===== src/rtl/ps2_host_tx.sv =====
// ps2_host_tx: PS/2 host-to-device byte transmitter driving open-drain clock/data via low-side enables.
// Latency: accept -> INHIBIT_CYCLES of clock inhibit -> 1 RTS cycle -> 11 device clocks -> done/err pulse.
// Backpressure: tx_ready is high only in IDLE; tx_valid while busy is dropped, never queued.
// Optional feature: define PS2_TX_RETRY_EN to retry a byte once after a NACK or timeout.
module ps2_host_tx #(
  parameter int INHIBIT_CYCLES = 6000,
  parameter int TIMEOUT_CYCLES = 750000,
  parameter int SYNC_STAGES    = 2
) (
  input  logic       clk_vga,
  input  logic       reset_btn,
  input  logic [7:0] tx_data,
  input  logic       tx_valid,
  output logic       tx_ready,
  output logic       tx_done,
  output logic       tx_err,
  output logic       busy,
  input  logic       ps2_clock_i,
  input  logic       ps2_data_i,
  output logic       ps2_clock_oe,
  output logic       ps2_data_oe
);

  localparam int INH_W = $clog2(INHIBIT_CYCLES) + 1;
  localparam int TO_W  = $clog2(TIMEOUT_CYCLES) + 1;
  localparam logic [INH_W-1:0] INH_LAST = INH_W'(INHIBIT_CYCLES - 1);
  localparam logic [TO_W-1:0]  TO_LIMIT = TO_W'(TIMEOUT_CYCLES);

  typedef enum logic [2:0] {
    IDLE, INHIBIT, RTS, SEND, ACK, WAIT_IDLE
  } state_t;

  state_t                   state;
  logic [SYNC_STAGES-1:0]   clk_sync;
  logic [SYNC_STAGES-1:0]   dat_sync;
  logic                     clk_prev;
  logic                     clk_s;
  logic                     dat_s;
  logic                     fall;
  logic [INH_W-1:0]         inh_cnt;
  logic [TO_W-1:0]          to_cnt;
  logic [3:0]               bit_cnt;
  logic [8:0]               byte_q;   // {odd parity, data} kept intact for a retry
  logic [8:0]               shreg;    // shifted out LSB first during SEND
  logic                     in_xfer;
  logic                     timeout_hit;
  logic                     nack_hit;
  logic                     fail;
`ifdef PS2_TX_RETRY_EN
  logic                     retry_used;
`endif

  assign clk_s    = clk_sync[SYNC_STAGES-1];
  assign dat_s    = dat_sync[SYNC_STAGES-1];
  assign fall     = clk_prev & ~clk_s;
  assign tx_ready = (state == IDLE);
  assign busy     = (state != IDLE);

  // Timeout outranks a clock fall arriving in the same cycle.
  assign in_xfer     = (state == SEND) || (state == ACK) || (state == WAIT_IDLE);
  assign timeout_hit = in_xfer && (to_cnt == TO_LIMIT);
  assign nack_hit    = (state == ACK) && fall && dat_s && !timeout_hit;
  assign fail        = timeout_hit || nack_hit;

  // Synchronize the raw lines; idle level is high so reset to 1 to avoid a false fall.
  always_ff @(posedge clk_vga or posedge reset_btn) begin
    if (reset_btn) begin
      clk_sync <= '1;
      dat_sync <= '1;
      clk_prev <= 1'b1;
    end else begin
      clk_sync <= {clk_sync[SYNC_STAGES-2:0], ps2_clock_i};
      dat_sync <= {dat_sync[SYNC_STAGES-2:0], ps2_data_i};
      clk_prev <= clk_s;
    end
  end

  // Transmit FSM with registered line enables and result pulses.
  always_ff @(posedge clk_vga or posedge reset_btn) begin
    if (reset_btn) begin
      state        <= IDLE;
      ps2_clock_oe <= 1'b0;
      ps2_data_oe  <= 1'b0;
      tx_done      <= 1'b0;
      tx_err       <= 1'b0;
      inh_cnt      <= '0;
      to_cnt       <= '0;
      bit_cnt      <= '0;
      byte_q       <= '0;
      shreg        <= '0;
`ifdef PS2_TX_RETRY_EN
      retry_used   <= 1'b0;
`endif
    end else begin
      tx_done <= 1'b0;
      tx_err  <= 1'b0;
      if (fail) begin
        ps2_data_oe <= 1'b0;
`ifdef PS2_TX_RETRY_EN
        if (!retry_used) begin
          retry_used   <= 1'b1;
          ps2_clock_oe <= 1'b1;
          inh_cnt      <= '0;
          state        <= INHIBIT;
        end else begin
          ps2_clock_oe <= 1'b0;
          tx_err       <= 1'b1;
          state        <= IDLE;
        end
`else
        ps2_clock_oe <= 1'b0;
        tx_err       <= 1'b1;
        state        <= IDLE;
`endif
      end else begin
        if (in_xfer && (to_cnt != TO_LIMIT)) to_cnt <= to_cnt + 1'b1;
        case (state)
          IDLE: begin
            ps2_clock_oe <= 1'b0;
            ps2_data_oe  <= 1'b0;
            if (tx_valid) begin
              byte_q       <= {~^tx_data, tx_data};
              inh_cnt      <= '0;
              ps2_clock_oe <= 1'b1;
              state        <= INHIBIT;
`ifdef PS2_TX_RETRY_EN
              retry_used   <= 1'b0;
`endif
            end
          end
          INHIBIT: begin
            if (inh_cnt == INH_LAST) begin
              ps2_data_oe  <= 1'b1;   // start bit, then release clock in the same cycle
              ps2_clock_oe <= 1'b0;
              state        <= RTS;
            end else begin
              inh_cnt <= inh_cnt + 1'b1;
            end
          end
          RTS: begin
            to_cnt  <= '0;
            bit_cnt <= '0;
            shreg   <= byte_q;
            state   <= SEND;
          end
          SEND: begin
            if (fall) begin
              if (bit_cnt == 4'd9) begin
                ps2_data_oe <= 1'b0;  // stop bit
                state       <= ACK;
              end else begin
                ps2_data_oe <= ~shreg[0];
                shreg       <= {1'b0, shreg[8:1]};
                bit_cnt     <= bit_cnt + 1'b1;
              end
            end
          end
          ACK: begin
            if (fall) state <= WAIT_IDLE;  // data high here is handled as NACK above
          end
          WAIT_IDLE: begin
            if (clk_s && dat_s) begin
              tx_done <= 1'b1;
              state   <= IDLE;
            end
          end
          default: state <= IDLE;
        endcase
      end
    end
  end

endmodule


===== config.mk =====
export PLATFORM = sky130hd
export DESIGN_NAME = ps2_host_tx
export DESIGN_NICKNAME = d
export VERILOG_FILES = /design/src/rtl/ps2_host_tx.sv
export SDC_FILE = /design/constraint.sdc
export NUM_CORES = 1
export LEC_CHECK = 0
export BUFFER_PORTS_ARGS = -buffer_cell sky130_fd_sc_hd__buf_2
export CAP_MARGIN = 20
export CORE_ASPECT_RATIO = 1.75
export CORE_MARGIN = 1
export CORE_UTILIZATION = 45
export DETAILED_ROUTE_END_ITERATION = 12
export GPL_TIMING_DRIVEN = 0
export PLACE_DENSITY = 0.62
export SYNTH_ARGS = -nofsm -noshare
export SYNTH_HDL_FRONTEND = slang
export SYNTH_SLANG_ARGS = --single-unit

===== constraint.sdc =====
create_clock -name clk_vga -period 2.1 [get_ports clk_vga]
set_input_delay 0.315 -clock clk_vga [delete_from_list [all_inputs] [get_ports clk_vga]]
set_output_delay 0.315 -clock clk_vga [all_outputs]
set_load 0.05 [all_outputs]

==> impl_results.md <==
* Outcome: finished with violations
* Failing checks: negative setup slack
* GP Congestion at 0.880
* Post-Route Utilization at 59.2%
* Post-route cell area at 4920 sq um
* Crit path launch type: flip-flop
* Warnings from Yosys at 0
* Hold depth at 1
* Slew @ Worst Pin at 0.867 ns
* CP max stage delay at 0.55 ns
* P_leak at 2.15 nW
* Vias at 3493
* Total Routing Usage GR at 24.7%
* Delay-heaviest family, CP: simple AND/OR/NAND/NOR gates
* ANT cells at 0
* Final Power at 3.08 mW
* Clock root cell: clkbuf_16
* FF+latch count, synth at 69
* Synth Instances at 422
* Worst EP required at 2.37 ns
* Slew Limit Fails at 0
* Inst Count DP at 555
* Slowest stage cell, crit path: or4b_4
* Hold Crit Class: in -> reg
* Worst IR drop on VDD at 0.000363 V
* Total global routing overflow at 0
* Setup ws final at -0.0579 ns
* Share of cells above drive strength 1 at 26.5%
* Placed cell areas at 4130 sq um
* WHS at 0.0760 ns
* RR Endpoint: inh_cnt[8]
* Post-layout min period at 2.16 ns
* Vias/cell at 5.92
* Worst reg2reg path startpoint: inh_cnt[11]
* HP Start: ps2_clock_i
* Pin count of the biggest net entering global routing at 70
* Clock-pin transition on the worst setup and hold timing paths at 0.05 ns
* Tcrit/Tclk final at 103%
* Vias in the first global route at 3548
* Unrepaired setup endpoints after global routing: yes
* Top FF cell, synth: dfrtp_1
* Post-Syn Area per Cell at 9.21 sq um
* DP HPWL at 7300 um
* Initial antenna violation count at 0
* Drt first-iter violations at 223
* # setup viols final at 7
* Cell Area, Synth at 3890 sq um
* DRT Wirelength at 10700 um
* Max clock buf depth at 2
* Max transition margin at 42.2%
* Worst R2R Setup Slack at -0.06 ns
* Async set or reset register ratio after synthesis at 100%
* Max_cap viols at 0
* Crit path DAT at 2.43 ns
* Die area at 9030 sq um
* CTS tree: built
* Starting Density at 46.7%
* Chip Height at 125 um
* CP Capture Type: flip-flop
* Cells along the critical path: or4b_4 > or4_4 > o211ai_4 > buf_6 > o311ai_4 > nand2_1
* Max FO, Critical Path at 8
* Fillers at 734
* Final ANT Viol Nets at 0
* CP Buf/Inv Count at 1
* Avg WL per Cell at 18.1 um
* Sequential cell area at 1740 sq um
* Total power per unit cell area at 627 nW/um^2
* Post-route DRC at 0
* Max Clk Rate at 463 MHz
* Setup Skew at 0.00806 ns
* Worst-Skew Late Latency at 0.34 ns
* Hold Fails Final Rpt at 0
* Critical path type: reg -> reg
* Core ar. at 8310 sq um
* # port buffers at 18
* Cell Count, Final, Fillers Out at 590
* CTS buffer count at 9
* Yosys cell types at 68
* First-pass GRT wire length at 17100 um
* Footprint of the multi-input gates at 2280 sq um
* EDFF count, synth at 0
* Hold-fix buffers at CTS at 0
* Area delta synth->final at 26.6%
* Die W at 72.3 um
* Setup crit start: inh_cnt[11]
* Std-Cell Rows at 44
* Worst r2r path cells at 6
* Stages on worst setup path at 6
* H-tree Lvls at 3
* DRT Pass-1 Iters at 4
* Nets at 488
* Register area share after synthesis at 44.6%
* CTS sink count at 69
* Crit path capture: inh_cnt[8]
* I/O pin cnt at 19
* Syn nets at 440
==> power breakdown <==
part	switching, mW	internal [mW]
clock network	0.552	1.10
logic	0.0553	0.0306
registers	0.00509	1.34
total	0.613	2.47
==> Yosys cell counts (all sizes together) (6+ instances only) <==
cell    instances  area share (%)
a211oi          6             1.2
a21oi          19             2.5
a22oi           9             1.7
and3           10             1.6
clkbuf         16             1.9
dfrtp          64              41
inv            10            0.97
nand2          63             6.1
nand3          14             1.8
nand4          15             2.4
nor2           34             3.3
nor3           11             1.4
nor4           10             2.2
o211ai         10             2.3
o21ai          11             1.4
o21bai          7             1.4
o31ai           6             1.2
or4             9             1.9
xnor2          19             4.3
xor2            7             1.6
==> worst min-delay path by stage <==
stage / slack (ns) / to
after floorplan: 0.32 / clk_sync[0]
after global placement: 0.35 / dat_sync[1]
after detailed placement: 0.35 / clk_sync[1]
after CTS: 0.07 / clk_sync[0]
after global routing: 0.07 / clk_sync[0]
final: 0.08 / clk_sync[0]
==> final cells by class <==
cell class                 instances  area share [%]
multi-input combinational        321            46.4
sequential                        69            35.3
timing repair buffer              39            5.34
clock buffer                      12            5.21
tap                              115            2.92
buffer                            19            2.49
clock inverter                     4            1.42
inverter                          11           0.966
==> worst reg2reg max path: cells and delay by family (launching register included) <==
kind	cells	cell delay [ns]
simple gates	3	1.16
flops	1	0.38
compound gates	2	0.40
buf+inv	1	0.16
==> stage by stage <==
step,setup WS (ns),setup TNS (ns)
floorplan,0.00672,0
global placement,-0.848,-61.48
detailed placement,-0.424,-7.91
CTS,-0.117,-0.586
global route,-0.101,-1.11
finish,-0.0579,-0.245
==> flip-flops by register name, indices dropped and copies added, names as in the netlist, 2 cells and up <==
register / flops
byte_q: 9
state: 3
to_cnt: 21
dat_sync: 2
shreg: 9
inh_cnt: 14
bit_cnt: 4
clk_sync: 2
==> timing repair <==
item | 4_1_cts | 5_1_grt
buffers inserted | 15 | 6
pin swaps | 20 | 15
endpoints found under the setup margin | 44 | 52
resized for setup | 34 | 41
gates cloned | 0 | 0
==> placed cells by master (no fill, tap or decap), types with 10 or more instances in the layout <==
cell type	Yosys	routed
nor2_1	34	33
buf_4	0	17
nand4_1	15	15
nand3_1	14	12
and3_1	10	10
a21oi_1	18	15
nand2_1	63	61
buf_2	3	19
dfrtp_1	64	62
xnor2_1	19	19
==> logic make-up (layout without fill, tap and decap cells) <==
| group | after synthesis | count (layout) | synth area share [%] |
|---|---|---|---|
| simple gates | 196 | 196 | 26.8 |
| compound gates | 93 | 93 | 17.0 |
| flops | 69 | 69 | 44.6 |
| buf+inv | 32 | 85 | 3.90 |
| xor+xnor | 26 | 26 | 5.86 |
| fa+ha+maj | 5 | 5 | 1.61 |
| mux | 1 | 1 | 0.258 |
==> routing by layer <==
metal	part of all wire (%)	routed length [um]	global-route usage (%)
met1	39	4180	26.2
met4	3.2	342	13.4
met3	2.1	229	4.59
met2	55	5920	44.5
met5	0	0	0
Note: power is estimated with default switching activity, not from simulation.
